[config.mk]
export PLATFORM = sky130hd
export DESIGN_NAME = idct_dezigzag_dequant
export DESIGN_NICKNAME = d
export VERILOG_FILES = /design/src/rtl/idct_dezigzag_dequant.sv
export SDC_FILE = /design/constraint.sdc
export NUM_CORES = 2
export LEC_CHECK = 0
export BUFFER_PORTS_ARGS = -buffer_cell sky130_fd_sc_hd__buf_2
export CAP_MARGIN = 20
export CORE_ASPECT_RATIO = 1.25
export CORE_MARGIN = 3
export CORE_UTILIZATION = 56
export DETAILED_ROUTE_END_ITERATION = 16
export PLACE_DENSITY = 0.79
export SLEW_MARGIN = 0
export SYNTH_ARGS = -nofsm -noshare
export SYNTH_HDL_FRONTEND = slang
export SYNTH_SLANG_ARGS = --single-unit
export TNS_END_PERCENT = 10
[constraint.sdc]
create_clock -name clk -period 10.25 [get_ports clk]
set_input_delay 0 -clock clk [delete_from_list [all_inputs] [get_ports clk]]
set_output_delay 0 -clock clk [all_outputs]
set_load 0.02 [all_outputs]
[src/rtl/idct_dezigzag_dequant.sv]
// rtl/idct_dezigzag_dequant.sv - zigzag coefficient dequantiser and row-major ping-pong reorder buffer
module idct_dezigzag_dequant #(
    parameter int COEF_W = 16,
    parameter int QT_W   = 8,
    parameter int OUT_W  = 32
) (
    input  logic                 clk,
    input  logic                 resetn,
    input  logic                 qt_wen,
    input  logic [5:0]           qt_addr,
    input  logic [QT_W-1:0]      qt_wdata,
    input  logic                 in_valid,
    output logic                 in_ready,
    input  logic [COEF_W-1:0]    in_coef,
    output logic                 out_valid,
    input  logic                 out_ready,
    output logic [2:0]           out_row,
    output logic                 out_last,
    output logic [8*OUT_W-1:0]   out_data
);

    localparam int PW = COEF_W + QT_W + 1;

    localparam logic [5:0] ZZ [64] = '{
         0,  1,  8, 16,  9,  2,  3, 10, 17, 24, 32, 25, 18, 11,  4,  5,
        12, 19, 26, 33, 40, 48, 41, 34, 27, 20, 13,  6,  7, 14, 21, 28,
        35, 42, 49, 56, 57, 50, 43, 36, 29, 22, 15, 23, 30, 37, 44, 51,
        58, 59, 52, 45, 38, 31, 39, 46, 53, 60, 61, 54, 47, 55, 62, 63
    };

    logic [QT_W-1:0]  qt  [64];
    logic [OUT_W-1:0] mem [2][64];
    logic [1:0]       full;
    logic [1:0]       full_next;
    logic             wr_sel;
    logic             rd_sel;
    logic [5:0]       k;
    logic             in_fire;
    logic             out_fire;
    logic             blk_done;
    logic             row_done;
    logic [PW-1:0]    coef_x;
    logic [PW-1:0]    qt_x;
    logic [PW-1:0]    prod;
    logic [OUT_W-1:0] prod_ext;

    assign in_ready  = !full[wr_sel];
    assign out_valid = full[rd_sel];
    assign out_last  = out_valid && (out_row == 3'd7);
    assign in_fire   = in_valid && in_ready;
    assign out_fire  = out_valid && out_ready;
    assign blk_done  = in_fire && (k == 6'd63);
    assign row_done  = out_fire && (out_row == 3'd7);

    // Qt entry is zero-extended so it multiplies as a non-negative signed value;
    // the full-width product cannot overflow, so no saturation is needed.
    assign coef_x   = {{(QT_W+1){in_coef[COEF_W-1]}}, in_coef};
    assign qt_x     = {{(COEF_W+1){1'b0}}, qt[k]};
    assign prod     = coef_x * qt_x;
    assign prod_ext = {{(OUT_W-PW){prod[PW-1]}}, prod};

    // Fill and drain always target different buffers, so both flag updates can land together.
    always_comb begin
        full_next = full;
        if (blk_done) full_next[wr_sel] = 1'b1;
        if (row_done) full_next[rd_sel] = 1'b0;
    end

    always_comb begin
        out_data = '0;
        if (out_valid) begin
            for (int c = 0; c < 8; c++) begin
                out_data[c*OUT_W +: OUT_W] = mem[rd_sel][{out_row, 3'(c)}];
            end
        end
    end

    always_ff @(posedge clk or negedge resetn) begin
        if (!resetn) begin
            for (int i = 0; i < 64; i++) qt[i] <= QT_W'(1);
        end else if (qt_wen) begin
            qt[qt_addr] <= qt_wdata;
        end
    end

    always_ff @(posedge clk) begin
        if (in_fire) mem[wr_sel][ZZ[k]] <= prod_ext;
    end

    always_ff @(posedge clk or negedge resetn) begin
        if (!resetn) begin
            full    <= 2'b00;
            wr_sel  <= 1'b0;
            rd_sel  <= 1'b0;
            k       <= 6'd0;
            out_row <= 3'd0;
        end else begin
            full <= full_next;
            if (in_fire) begin
                k <= k + 6'd1;
                if (blk_done) wr_sel <= ~wr_sel;
            end
            if (out_fire) begin
                out_row <= out_row + 3'd1;
                if (row_done) rd_sel <= ~rd_sel;
            end
        end
    end

endmodule

Word level (Yosys, flattened, before mapping)
Memory sizes are Yosys's and may differ from the RTL's.
Index checks and enable logic that the tools add are counted.
- bits in latches: 0
- logic and storage cells: 168
- input port bits: 35
- register bits: 525
- bits in read-only memories: 384
- output and inout port bits: 262
- memories: 2
- memory bits (writable): 4096
- memory list (memory ; words ; bits a word ; rd ports ; clocked after Yosys merged registers in ; write ports ; line ; RTL):
    mem ; 2 ; 2048 ; 1 ; 0 ; 1 ; 32 ; logic [OUT_W-1:0] mem [2][64];
    (name not given) ; 64 ; 6 ; 1 ; 0 ; 0 ; 87 ; if (in_fire) mem[wr_sel][ZZ[k]] <= prod_ext;
- add/sub/neg operators: 2
- muxes and demuxes: 47
- $lt $le $gt $ge: 17
- multiply operators: 1
- eq/ne operators: 2
- div/mod/pow operators: 0
- shift operators: 0
- bitwise logic cells: 16
- reduce and logical (&&, ||, !) cells: 12
- operators by type and width (kind ; number):
    two-way mux 2048 bit ; 1
    binary-select mux 32 bit (select 6 bit) ; 8
    two-way mux 32 bit ; 17
    bitwise mux 512 bit ; 1
    two-way mux 256 bit ; 1
    demux 32 bit (select 6 bit) ; 1
    >= comparator 7 bit (second input constant) ; 11
    inverter 6 -> 7 bit ; 11
    binary-select mux 8 bit (select 6 bit) ; 1
    demux 8 bit (select 6 bit) ; 1
    multiplier 16 x 9 -> 25 bit ; 1
    two-way mux 8 bit ; 3
    less-than comparator 7 x 1 -> 1 bit (second input constant) ; 2
    two-way mux 6 bit ; 2
    logical AND 1 bit ; 9
    two-way mux 1 bit ; 7
    adder 6 x 1 -> 6 bit (second input constant) ; 1
    == test 6 bit (second input constant) ; 1
    less-than comparator 1 x 2 -> 1 bit (second input constant) ; 2
    two-way mux 2 bit ; 2
    AND reduction 2 bit ; 2
    adder 3 x 1 -> 3 bit (second input constant) ; 1
    == test 3 bit (second input constant) ; 1
    AND 2 bit ; 1
    other kinds (6) ; 9

Logic depth before layout (Yosys ltp)
- depth in word-level cells: 10
- depth in mapped cells: 28
- depth with buffers taken out: 24

Least setup slack after synthesis
OpenSTA, ideal clock, no wires.
- path kind: flip-flop to flip-flop
- start: reg k[0]
- end: mem mem[0][1022] (netlist bit) (data pin)
- data required time: 9323 ps
- setup time: 927 ps
- clock period less this slack: 10622 ps
- data arrival time: 9696 ps
- stages on the path, launching flop included: 25
- path buffers: 3
- path slack: -372 ps
- cells stage by stage: dfrtp_1 -> buf_6 -> buf_6 -> buf_6 -> mux4_2 -> mux4_2 -> a211oi_1 -> a21oi_1 -> nand2_1 -> inv_1 -> fa_1 -> inv_1 -> fa_1 -> inv_1 -> fa_1 -> inv_1 -> fa_1 -> inv_1 -> ha_1 -> a21o_1 -> a211oi_1 -> a21oi_1 -> a31oi_1 -> o21bai_1 -> xnor2_1
- longest elaborated chain between the ends: 5
- ends and longest elaborated chain (item ; line ; RTL):
    start: declaration ; 37 ; logic [5:0] k;
    start signal: assignment ; 100 ; k <= k + 6'd1;
    inverter 6 -> 7 bit (implied by the code) ; 58 ; assign qt_x = {{(COEF_W+1){1'b0}}, qt[k]};
    binary-select mux 8 bit (select 6 bit) ; 58 ;
    two-way mux 8 bit (implied by the code) (2 in series) ; 58 ;
    multiplier 16 x 9 -> 25 bit ; 59 ; assign prod = coef_x * qt_x;
    net prod[24] ; 44 ; logic [PW-1:0] prod;
    end: declaration ; 32 ;
The timed path passes the listed nets, and every way through them passes these cells. The select of a mux whose other input is x is not followed.

Worst setup path after layout
- start: reg k[0]
- end: mem mem[1][342] (netlist bit) (data pin)
Same word-level chain as after synthesis.

==> impl_metrics.xml <==
<?xml version="1.0" encoding="UTF-8"?>
<metrics>
  <group name="setup_path">
    <metric name="timing.setup.critical_path_class" unit="">reg2reg</metric>
    <metric name="timing.critical_path.from" unit="">k[0]</metric>
    <metric name="r2r_slack" unit="ns">1.39</metric>
    <metric name="worstReg2RegEnd" unit="">mem[1][342]</metric>
    <metric name="worst_r2r_startpoint" unit="">k[0]</metric>
    <metric name="required" unit="ns">10.82</metric>
    <metric name="max_stage_delay" unit="ns">0.96</metric>
    <metric name="largest_fanout_on_the_critical_path" unit="">128</metric>
    <metric name="timing.critical_path.cells" unit="">buf_4 -&gt; mux4_2 -&gt; mux4_2 -&gt; a21o_1 -&gt; a21oi_2 -&gt; nor2_1 -&gt; fa_1 -&gt; fa_1 -&gt; fa_1 -&gt; inv_1 -&gt; fa_1 -&gt; inv_1 -&gt; ha_1 -&gt; a21oi_1 -&gt; nand2b_1 -&gt; o21ai_0 -&gt; nand3_1 -&gt; a31o_2 -&gt; a21oi_1 -&gt; xnor2_2 -&gt; buf_12</metric>
    <metric name="worst_setup_path_endpoint" unit="">mem[1][342]</metric>
    <metric name="worst_ep_arrival_time" unit="ns">9.43</metric>
    <metric name="worst_path_max_delay_cell" unit="">sky130_fd_sc_hd__dfrtp_4</metric>
    <metric name="worstSetupEndpointType" unit="">flip-flop</metric>
    <metric name="critical_path.most_common_cell" unit="">sky130_fd_sc_hd__fa_1</metric>
    <metric name="worst-r2r-cell-count" unit="">21</metric>
    <metric name="cp-start-kind" unit="">flip-flop</metric>
  </group>
  <group name="global_routing">
    <metric name="gr-total-overflow" unit="">0</metric>
    <metric name="grt_pass1_vias" unit="">80445</metric>
    <metric name="grt_max_degree" unit="">178</metric>
    <metric name="global_route_wire_length_before_repair" unit="mm">578</metric>
    <metric name="groute.usage.overall" unit="">0.289</metric>
    <metric name="number_of_antenna_violations_at_the_first_check_in_global_routing" unit="">44</metric>
  </group>
  <group name="detailed_routing">
    <metric name="route.met2.wl" unit="mm">209</metric>
    <metric name="detail_route.first_pass.iterations" unit="">5</metric>
    <metric name="route.met3.wl" unit="mm">44.8</metric>
    <metric name="drt_drc_violations_left" unit="">0</metric>
    <metric name="route.vias.total" unit="">77249</metric>
    <metric name="route.detailed.vias_per_inst" unit="">6.82</metric>
    <metric name="top_layer" unit="">met5</metric>
    <metric name="wl_met1" unit="mm">136</metric>
    <metric name="wl_per_cell" unit="um">36.5</metric>
    <metric name="post_route_wl" unit="mm">413</metric>
    <metric name="drt-initial-drc-count" unit="">11199</metric>
    <metric name="postRouteAntennaNets" unit="">0</metric>
  </group>
  <group name="synthesis">
    <metric name="synthDistinctLibCells" unit="">68</metric>
    <metric name="netlist_top_cells_area" unit="">sky130_fd_sc_hd__edfxtp_1 (63%), sky130_fd_sc_hd__mux4_2 (17%), sky130_fd_sc_hd__dfrtp_1 (7.6%), sky130_fd_sc_hd__mux2_2 (3.9%), sky130_fd_sc_hd__fa_1 (1.3%)</metric>
    <metric name="synth_sequential_area_ratio" unit="">0.722</metric>
    <metric name="ys_seq_elements" unit="">3725</metric>
    <metric name="syn_area_per_cell" unit="um2">21.3</metric>
    <metric name="post-synth-top-count-cell" unit="">sky130_fd_sc_hd__edfxtp_1</metric>
    <metric name="postSynth.topFlopCell" unit="">sky130_fd_sc_hd__edfxtp_1</metric>
    <metric name="area_fraction_of_the_dominant_cell_type_after_synthesis" unit="">0.634</metric>
    <metric name="syn_nets" unit="">7312</metric>
    <metric name="netlist_instances" unit="">7110</metric>
    <metric name="synth_edf_count" unit="">3200</metric>
    <metric name="synth_warnings" unit="">0</metric>
    <metric name="synthTopCellsByCount" unit="">sky130_fd_sc_hd__edfxtp_1 (3200), sky130_fd_sc_hd__mux4_2 (1135), sky130_fd_sc_hd__mux2_2 (518)</metric>
    <metric name="synth_async_sr_flop_share" unit="">0.141</metric>
    <metric name="synth_area_leader_cell" unit="">sky130_fd_sc_hd__edfxtp_1</metric>
    <metric name="synth.cell_area" unit="um2">151000</metric>
  </group>
  <group name="clock_network">
    <metric name="clock_latency_of_the_later_clocked_register_in_the_worst_skew_pair" unit="ns">0.90</metric>
    <metric name="clk_path_buf_depth" unit="">4</metric>
    <metric name="clk_pin_slew" unit="ns">0.07</metric>
    <metric name="post-cts-setup-buffer-count" unit="">0</metric>
    <metric name="cts_root_buf" unit="">sky130_fd_sc_hd__clkbuf_16</metric>
    <metric name="ctsHtreeMaxLevel" unit="">5</metric>
    <metric name="cts_hold_buffers" unit="">21</metric>
    <metric name="cts.repair.resized" unit="">0</metric>
    <metric name="cts_made_buffers" unit="">348</metric>
    <metric name="tritoncts_clock_tree" unit="">done</metric>
    <metric name="clock_sinks" unit="">3725</metric>
  </group>
  <group name="sta">
    <metric name="period_share" unit="">0.864</metric>
    <metric name="worst-slew-pin-transition" unit="ns">1.23</metric>
    <metric name="final_hold_viol_count" unit="">0</metric>
    <metric name="maxSlewViolCount" unit="">0</metric>
    <metric name="finalSetupViolations" unit="">0</metric>
    <metric name="maxSlewHeadroom" unit="">0.178</metric>
    <metric name="clock_skew" unit="ns">0.0711</metric>
    <metric name="achievable-frequency" unit="MHz">113</metric>
    <metric name="final.min_clock_period" unit="ns">8.86</metric>
    <metric name="grt_setup_unrepaired" unit="">no</metric>
  </group>
  <group name="cells_and_area">
    <metric name="multi_input_gate_area" unit="um2">40600</metric>
    <metric name="areaGrowthSynthToFinish" unit="%">12.5</metric>
    <metric name="nets" unit="">7717</metric>
    <metric name="share_of_the_core_filled_with_cells_in_the_final_layout" unit="">0.636</metric>
    <metric name="num-fill-cells" unit="">16651</metric>
    <metric name="final-seq-area" unit="um2">109000</metric>
    <metric name="drive_above_1_share" unit="">0.368</metric>
  </group>
  <group name="worst_hold_path">
    <metric name="worst_hold_path.num_cells" unit="">4</metric>
    <metric name="min-delay-path-class" unit="">in2reg</metric>
  </group>
  <group name="place">
    <metric name="gp_congestion" unit="">0.848</metric>
    <metric name="dp_hpwl" unit="mm">200</metric>
    <metric name="number_of_port_buffers" unit="">296</metric>
  </group>
  <group name="die">
    <metric name="die_width" unit="um">471</metric>
    <metric name="dieArea" unit="um2">277000</metric>
    <metric name="io-pin-count" unit="">297</metric>
    <metric name="num_rows" unit="">212</metric>
    <metric name="floorplan.core_area" unit="um2">268000</metric>
    <metric name="overall_die_height" unit="um">587</metric>
    <metric name="initial_utilization" unit="">0.565</metric>
  </group>
  <group name="outcome">
    <metric name="status" unit="">finished clean</metric>
  </group>
  <group name="flow_run">
    <metric name="timing.max_cap.violations" unit="">0</metric>
  </group>
</metrics>
-- metrics by stage --
step	hold slack, ns	cell area [um2]	setup WS, ns	setup TNS [ns]	std cells
global placement	0.107	158000	1.57	0	10611
global route	0.111	170000	0.940	0	11319
detailed placement	0.128	158000	1.45	0	10617
finish	0.129	170000	1.39	0	11328
floorplan	-0.296	151000	-0.220	-93.79	7110
CTS	0.00826	169000	1.38	0	11254
-- cells by family (layout without fill, tap and decap cells) --
family,after synthesis,in the layout,synth area share
DFF,3725,3725,0.722
muxes,1693,1693,0.210
and+or+nand+nor,743,743,0.0240
buffers and inverters,619,1290,0.0178
adders and majority gates,167,167,0.0189
AOI/OAI and AO/OA,130,130,0.00591
xor gates and xnor gates,33,33,0.00191
other,0,16,0
-- cells in the final DEF, fill, tap and decap left out, types with 29 or more instances in the layout --
cell type	synthesis	layout
sky130_fd_sc_hd__and2_1	229	228
sky130_fd_sc_hd__buf_12	0	52
sky130_fd_sc_hd__clkinv_1	0	78
sky130_fd_sc_hd__dfstp_2	64	64
sky130_fd_sc_hd__nor2_4	0	108
sky130_fd_sc_hd__mux2_2	518	517
sky130_fd_sc_hd__inv_1	158	158
sky130_fd_sc_hd__nor2_1	246	118
sky130_fd_sc_hd__mux4_2	1135	1135
sky130_fd_sc_hd__clkinv_2	0	51
sky130_fd_sc_hd__nand2_1	154	154
sky130_fd_sc_hd__clkbuf_16	0	356
sky130_fd_sc_hd__ha_1	65	61
sky130_fd_sc_hd__clkbuf_1	274	66
sky130_fd_sc_hd__buf_2	46	295
sky130_fd_sc_hd__dfrtp_1	461	453
sky130_fd_sc_hd__mux2i_1	40	39
sky130_fd_sc_hd__buf_4	66	109
sky130_fd_sc_hd__fa_1	102	101
sky130_fd_sc_hd__edfxtp_1	3200	3200
sky130_fd_sc_hd__bufinv_16	0	32
sky130_fd_sc_hd__a21oi_1	29	29
-- worst min-delay path by stage --
| stage | slack [ns] | startpoint | to |
|---|---|---|---|
| 5_1_grt | 0.11 | in_coef[1] | mem[1][66] |
| 6_report | 0.13 | in_coef[1] | mem[0][578] |
| 4_1_cts | 0.008 | qt_wdata[0] | qt[48] |
| 3_5_place_dp | 0.13 | resetn | qt[6] |
| 2_1_floorplan | -0.30 | resetn | full[0] |
| 3_3_place_gp | 0.11 | resetn | qt[6] |
-- flip-flops by register name (all words and copies together), names as in the netlist --
register,count
mem,3200
qt,512
k,6
out_row,3
full,2
rd_sel,1
wr_sel,1
-- final cells by class --
cell class / count / share of cell area
timing repair buffer: 513 / 0.0257
tap: 3531 / 0.0259
clock buffer: 429 / 0.0543
clock inverter: 187 / 0.0107
inverter: 161 / 0.00355
antenna: 16 / 0.000235
sequential: 3725 / 0.641
multi-input combinational: 2766 / 0.238
-- layer usage --
layer / vias up / GRT usage
met5: - / 0
met4: 22 / 0.129
met3: 1176 / 0.0614
met2: 5921 / 0.487
met1: 40523 / 0.366
li1: 29607 / -
-- worst max-delay path, delay by kind of cell, from the launching register on --
kind | cells | cell delay (ns)
XOR/XNOR | 1 | 0.18
flip-flops | 1 | 0.96
adder cells (fa/ha/maj) | 5 | 2.45
AO/OA/AOI/OAI | 6 | 2.18
AND/OR/NAND/NOR | 3 | 0.48
buffers and inverters | 4 | 0.98
multiplexers | 2 | 1.08
Power is not shown: default switching activity piles up to over one toggle a cycle in this logic, so the estimate is an artifact.
